--- src/rtl/bit_route_pkg.sv ---
// Shared types for the bit-level routing controller: FSM states and routing table entry.
package bit_route_pkg;

    typedef enum logic [1:0] {
        IDLE   = 2'd0,
        COMMIT = 2'd1,
        ACK    = 2'd2
    } route_state_e;

    // Entry src field is sized for the widest supported source bus; instances use the low SEL_W bits.
    localparam int ROUTE_SEL_MAX_W = 8;

    typedef struct packed {
        logic                       en;
        logic [ROUTE_SEL_MAX_W-1:0] src;
    } route_entry_t;

    localparam route_entry_t ROUTE_ENTRY_RESET = '{en: 1'b0, src: '0};

endpackage

--- src/rtl/bit_route_mux.sv ---
// One routed sink bit: SRC_W:1 select from the source bus, gated by the entry enable.
module bit_route_mux
    import bit_route_pkg::*;
#(
    parameter int SRC_W = 2,
    parameter int SEL_W = $clog2(SRC_W)
) (
    input  logic [SRC_W-1:0]           source_bus,
    input  logic [ROUTE_SEL_MAX_W-1:0] sel,
    input  logic                       en,
    output logic                       y
);

    // Out-of-range selects cannot be stored, but are still forced to 0 defensively.
    always_comb begin
        y = 1'b0;
        if (en && (int'(sel) < SRC_W)) begin
            y = source_bus[sel[SEL_W-1:0]];
        end
    end

endmodule

--- src/rtl/bit_route_ctrl.sv ---
// Runtime bit routing controller: shadow table loaded over cfg port, atomically committed to active table.
// Optional commit counter output enabled by defining BIT_ROUTE_CTRL_COMMIT_CNT_EN.
module bit_route_ctrl
    import bit_route_pkg::*;
#(
    parameter int SRC_W = 2,
    parameter int SNK_W = 2,
    parameter int IDX_W = $clog2(SNK_W + 1),
    parameter int SEL_W = $clog2(SRC_W)
) (
    input  logic             clk,
    input  logic             rst_n,
    input  logic             cfg_valid,
    output logic             cfg_ready,
    input  logic [IDX_W-1:0] cfg_idx,
    input  logic [SEL_W-1:0] cfg_src,
    input  logic             cfg_en,
    input  logic             commit_req,
    output logic             commit_ack,
    input  logic [SRC_W-1:0] source_bus,
    output logic [SNK_W-1:0] sink_bus,
    output logic             scalar_sink,
    output logic             busy,
`ifdef BIT_ROUTE_CTRL_COMMIT_CNT_EN
    output logic [7:0]       commit_cnt,
`endif
    output logic             cfg_err
);

    route_state_e state_reg;
    logic         commit_ack_reg;
    logic         busy_reg;
    logic         cfg_err_reg;
    route_entry_t shadow_reg [SNK_W+1];
    route_entry_t active_reg [SNK_W+1];
    logic [SNK_W:0] route_next;
    logic [SNK_W:0] out_reg;
    logic         wr_fire;
    logic         wr_ok;

    // A pending commit request takes priority over configuration writes.
    assign cfg_ready = (state_reg == IDLE) && !commit_req;
    assign wr_fire   = cfg_valid && cfg_ready;
    assign wr_ok     = (int'(cfg_idx) <= SNK_W) && (int'(cfg_src) < SRC_W);

    genvar gi;
    generate
        for (gi = 0; gi <= SNK_W; gi++) begin : g_entry
            always_ff @(posedge clk or negedge rst_n) begin
                if (!rst_n) begin
                    shadow_reg[gi] <= ROUTE_ENTRY_RESET;
                end else if (wr_fire && wr_ok && (cfg_idx == IDX_W'(gi))) begin
                    shadow_reg[gi] <= '{en: cfg_en, src: ROUTE_SEL_MAX_W'(cfg_src)};
                end
            end

            always_ff @(posedge clk or negedge rst_n) begin
                if (!rst_n) begin
                    active_reg[gi] <= ROUTE_ENTRY_RESET;
                end else if (state_reg == COMMIT) begin
                    active_reg[gi] <= shadow_reg[gi];
                end
            end

            bit_route_mux #(
                .SRC_W (SRC_W),
                .SEL_W (SEL_W)
            ) u_mux (
                .source_bus (source_bus),
                .sel        (active_reg[gi].src),
                .en         (active_reg[gi].en),
                .y          (route_next[gi])
            );
        end
    endgenerate

    always_ff @(posedge clk or negedge rst_n) begin
        if (!rst_n) begin
            out_reg <= '0;
        end else begin
            out_reg <= route_next;
        end
    end

    assign sink_bus    = out_reg[SNK_W-1:0];
    assign scalar_sink = out_reg[SNK_W];

    always_ff @(posedge clk or negedge rst_n) begin
        if (!rst_n) begin
            state_reg      <= IDLE;
            commit_ack_reg <= 1'b0;
            busy_reg       <= 1'b0;
        end else begin
            case (state_reg)
                IDLE: begin
                    if (commit_req) begin
                        state_reg <= COMMIT;
                        busy_reg  <= 1'b1;
                    end
                end
                COMMIT: begin
                    state_reg      <= ACK;
                    commit_ack_reg <= 1'b1;
                end
                ACK: begin
                    state_reg      <= IDLE;
                    commit_ack_reg <= 1'b0;
                    busy_reg       <= 1'b0;
                end
                default: begin
                    state_reg      <= IDLE;
                    commit_ack_reg <= 1'b0;
                    busy_reg       <= 1'b0;
                end
            endcase
        end
    end

    assign commit_ack = commit_ack_reg;
    assign busy       = busy_reg;

    always_ff @(posedge clk or negedge rst_n) begin
        if (!rst_n) begin
            cfg_err_reg <= 1'b0;
        end else if (wr_fire && !wr_ok) begin
            cfg_err_reg <= 1'b1;
        end
    end

    assign cfg_err = cfg_err_reg;

`ifdef BIT_ROUTE_CTRL_COMMIT_CNT_EN
    logic [7:0] commit_cnt_reg;

    always_ff @(posedge clk or negedge rst_n) begin
        if (!rst_n) begin
            commit_cnt_reg <= 8'd0;
        end else if (state_reg == COMMIT) begin
            commit_cnt_reg <= commit_cnt_reg + 8'd1;
        end
    end

    assign commit_cnt = commit_cnt_reg;
`endif

endmodule

--- config.mk ---
export PLATFORM = sky130hd
export DESIGN_NAME = bit_route_ctrl
export DESIGN_NICKNAME = d
export VERILOG_FILES = /design/src/rtl/bit_route_pkg.sv /design/src/rtl/bit_route_mux.sv /design/src/rtl/bit_route_ctrl.sv
export SDC_FILE = /design/constraint.sdc
export NUM_CORES = 1
export LEC_CHECK = 0
export ABC_CLOCK_PERIOD_IN_PS = 1500
export CORE_ASPECT_RATIO = 1.1
export CORE_MARGIN = 5
export CORE_UTILIZATION = 51
export CTS_CLUSTER_SIZE = 20
export DETAILED_ROUTE_END_ITERATION = 6
export DONT_BUFFER_PORTS = 1
export PLACE_DENSITY_LB_ADDON = 0.05
export SYNTH_ARGS = -nofsm -noshare
export SYNTH_HDL_FRONTEND = slang
export SYNTH_SLANG_ARGS = --single-unit
--- constraint.sdc ---
create_clock -name clk -period 1.5 [get_ports clk]
set_clock_uncertainty 0.05 [all_clocks]
set_input_delay 0.15 -clock clk [delete_from_list [all_inputs] [get_ports clk]]
set_output_delay 0.15 -clock clk [all_outputs]
set_load 0.05 [all_outputs]
==> run_results.csv, run 1 <==
group,metric,value,unit
critical_path,cp_data_required_time,1620,ps
grt,antenna_found_initial,0,
floorplan,ios,17,
final_layout,stdcell_count,84,
grt,overflow,0,
route,wire_per_inst,15.9,um
logic_synthesis,yosysSeqAreaShare,63.8,%
critical_path,startpoint,"state_reg[0]",
cts,htree_levels,1,
floorplan,dieArea,2420,um2
cts,cts_tree,"done",
critical_path,crit_type,"flip-flop to flip-flop",
floorplan,die_h,51.1,um
sta,fmax,0.667,GHz
critical_path,cp_cell_sequence,"nor4b_4 > nand3b_1 > mux2_1",
final_layout,drive_gt1_share,29.4,%
sta,setup_viol,0,
critical_path,critPathSlowestCell,"dfrtp_1",
logic_synthesis,synth_cell_types,16,
grt,grt_max_degree,21,
power,intPower,0.00102,W
route,drtIter0Drc,3,
sta,maxSlewViolCount,0,
hold_path,worstHoldPathType,"primary input to flip-flop",
final_layout,area_growth,23.0,%
grt,grt_usage,13.2,%
floorplan,initial_core_util,55.3,%
grt,met1_usage,14.8,%
route,vias,457,
grt,grt_pass1_wl,2250,um
power,leakage,0.433,nW
sta,final.min_clock_period,1500,ps
cts,cts_sinks,20,
route,routed_wl,1330,um
power,swShare,34.6,%
critical_path,worst_path_largest_cell_delay,420,ps
logic_synthesis,syn_inst,52,
grt,gr-usage-met2,22.1,%
cts,cts_buffers,3,
grt,busiest_layer,"met2",
critical_path,critPathCaptureType,"flip-flop",
sta,relSlewSlack,44.9,%
power,power_switching,0.000540,W
cts,worstSkewPairLatency,290,ps
job,drv_cap,0,
floorplan,fp.dieW,47.4,um
grt,first_global_vias,508,
sta,rsz0062_at_grt,"true",
critical_path,start_kind,"flip-flop",
power,p_seq_share,64.9,%
logic_synthesis,yosys_register_bits,20,
power,ir_drop,0.000907,V
floorplan,core_area,1420,um2
route,ant_nets,0,
logic_synthesis,syn_nets,62,
placed_design,dp_hpwl,974,um
placed_design,port_buffers,0,
hold_path,min_from,"source_bus[1]",
logic_synthesis,ys.warnings.count,0,
critical_path,crit_arrival,1620,ps
status,outcome,"finished clean",
critical_path,rr_startpoint,"state_reg[0]",
grt,gr-usage-met3,3.51,%
critical_path,cp_top_family,"simple AND/OR/NAND/NOR gates",
cts,clockBufferDepth,2,
sta,report.final.hold_viol_count,0,
route,firstDrtPassIters,3,
critical_path,path_max_fanout,4,
final_layout,n_antenna_cell,0,
route,drc_errors,0,
logic_synthesis,synthesis.area,785,um2
power,power.density,1620,nW/um2
sta,fin_hold_ws,8.16,ps
cts,root_buffer,"clkbuf_4",
power,p_comb_share,20.3,%
floorplan,row_count,14,
sta,tightest_slew,824,ps
cts,clkTransAtPathRegs,100,ps
placed_design,post-place-cells,70,
placed_design,gp_congestion,0.765,
critical_path,crit_buf_inv,0,
final_layout,nNetsFinal,80,
sta,period_share,100,%
route,vias_per_cell,5.44,
power,clockPowerShare,14.8,%
logic_synthesis,syn_avg_cell_area,15.1,um2
==> cell usage after synthesis <==
| library cell | number | area (um2) |
|---|---|---|
| buf_2 | 1 | 5.00 |
| a21o_1 | 1 | 7.51 |
| and2b_2 | 1 | 8.76 |
| nand2_1 | 1 | 3.75 |
| a31o_2 | 1 | 8.76 |
| nor2_1 | 3 | 11.3 |
| nor3_1 | 1 | 5.00 |
| dfrtp_1 | 20 | 500 |
| nor2b_1 | 3 | 18.8 |
| inv_1 | 1 | 3.75 |
| nor3b_1 | 1 | 7.51 |
| mux2_2 | 8 | 90.1 |
| mux2_1 | 4 | 45.0 |
| nor4b_4 | 1 | 23.8 |
| nand3b_1 | 2 | 15.0 |
| mux2i_1 | 3 | 30.0 |
==> metal layers <==
metal | share of wire, % | vias to the layer above
li1 | - | 211
met1 | 42 | 232
met2 | 52 | 12
met3 | 6.3 | 2
met4 | 0.45 | 0
met5 | 0 | -
==> final cells by class <==
class / count / area (um2)
Sequential cell: 20 / 500
Fill cell: 107 / 454
Multi-Input combinational cell: 30 / 287
Timing Repair Buffer: 14 / 131
Clock buffer: 3 / 22.5
Tap cell: 16 / 20.0
Inverter: 1 / 3.75
==> power by group through the flow <==
stage	clock network (W)	logic (W)	registers (W)
floorplan	0	0.000221	0.000993
global placement	0	0.000252	0.00102
detailed placement	0	0.000266	0.00103
CTS	0.000237	0.000308	0.00102
global route	0.000268	0.000348	0.00104
finish	0.000231	0.000316	0.00101
==> final timing paths <==
kind	end	slack, ps	cells after the start
min in group asynchronous	active_reg[0]	340	1
worst min register to register	shadow_reg[17]	450	1
max in group asynchronous	active_reg[9]	540	1
worst max-delay path	shadow_reg[17]	0.02	3
worst max register to register	shadow_reg[17]	0.02	3
worst min-delay path	out_reg[0]	8	2
==> repair_timing <==
action	in CTS	in global routing
hold buffers	9	0
endpoints found under the hold margin	31	0
cloned	0	0
endpoints found under the setup margin	2	5
setup buffers	0	2
resized for setup	0	2
pin swaps	1	2
==> placed cells by master (no fill, tap or decap), types with 2 or more instances in the layout <==
cell type      synthesis  final
dfrtp_1               20     20
dlygate4sd3_1          0      9
mux2_2                 8      8
mux2_1                 4      4
buf_4                  0      4
mux2i_1                3      3
nor2b_1                3      3
nor2_1                 3      3
clkbuf_4               0      3
nand3b_1               2      2
==> worst register-to-register path: stages (launching register included) <==
cell and delay, ps:
dfrtp_1 420, nor4b_4 370, nand3b_1 200, mux2_1 340
==> cell families (layout without fill, tap and decap cells) <==
kind of cell	Yosys count	after routing	share of synthesized area, %
AO/OA/AOI/OAI	2	2	2.07
multiplexers	15	15	21.1
buffers and inverters	2	18	1.12
flip-flops	20	20	63.8
AND/OR/NAND/NOR	13	13	12.0
==> per-stage QoR <==
step	setup TNS (ps)	area, um2	util, %	total power, W	worst slack, ps
finish	0	965	68.0	0.00156	0.0241
detailed placement	0	827	58.3	0.00129	13.0
CTS	0	940	66.2	0.00156	5.79
global placement	0	827	58.3	0.00127	84.7
floorplan	0	790	-	0.00121	103
global route	-192	965	68.0	0.00165	-84.9
Note: power is estimated with default switching activity, not from simulation.
==> run 2, diff against run 1 <==
--- a/config.mk
+++ b/config.mk
@@ -9,10 +9,11 @@
 export CORE_ASPECT_RATIO = 1.1
 export CORE_MARGIN = 5
 export CORE_UTILIZATION = 51
-export CTS_CLUSTER_SIZE = 20
+export CTS_CLUSTER_SIZE = 30
 export DETAILED_ROUTE_END_ITERATION = 6
 export DONT_BUFFER_PORTS = 1
 export PLACE_DENSITY_LB_ADDON = 0.05
 export SYNTH_ARGS = -nofsm -noshare
 export SYNTH_HDL_FRONTEND = slang
 export SYNTH_SLANG_ARGS = --single-unit
+export TNS_END_PERCENT = 50
==> results of run 2 <==
No change in the layout: final DEF, timing and power equal those of run 1.
==> run 3, diff against run 2 <==
--- a/config.mk
+++ b/config.mk
@@ -16,4 +16,4 @@
 export SYNTH_ARGS = -nofsm -noshare
 export SYNTH_HDL_FRONTEND = slang
 export SYNTH_SLANG_ARGS = --single-unit
-export TNS_END_PERCENT = 50
+export TNS_END_PERCENT = 30
==> results of run 3 <==
No change in the layout: final DEF, timing and power equal those of run 1.
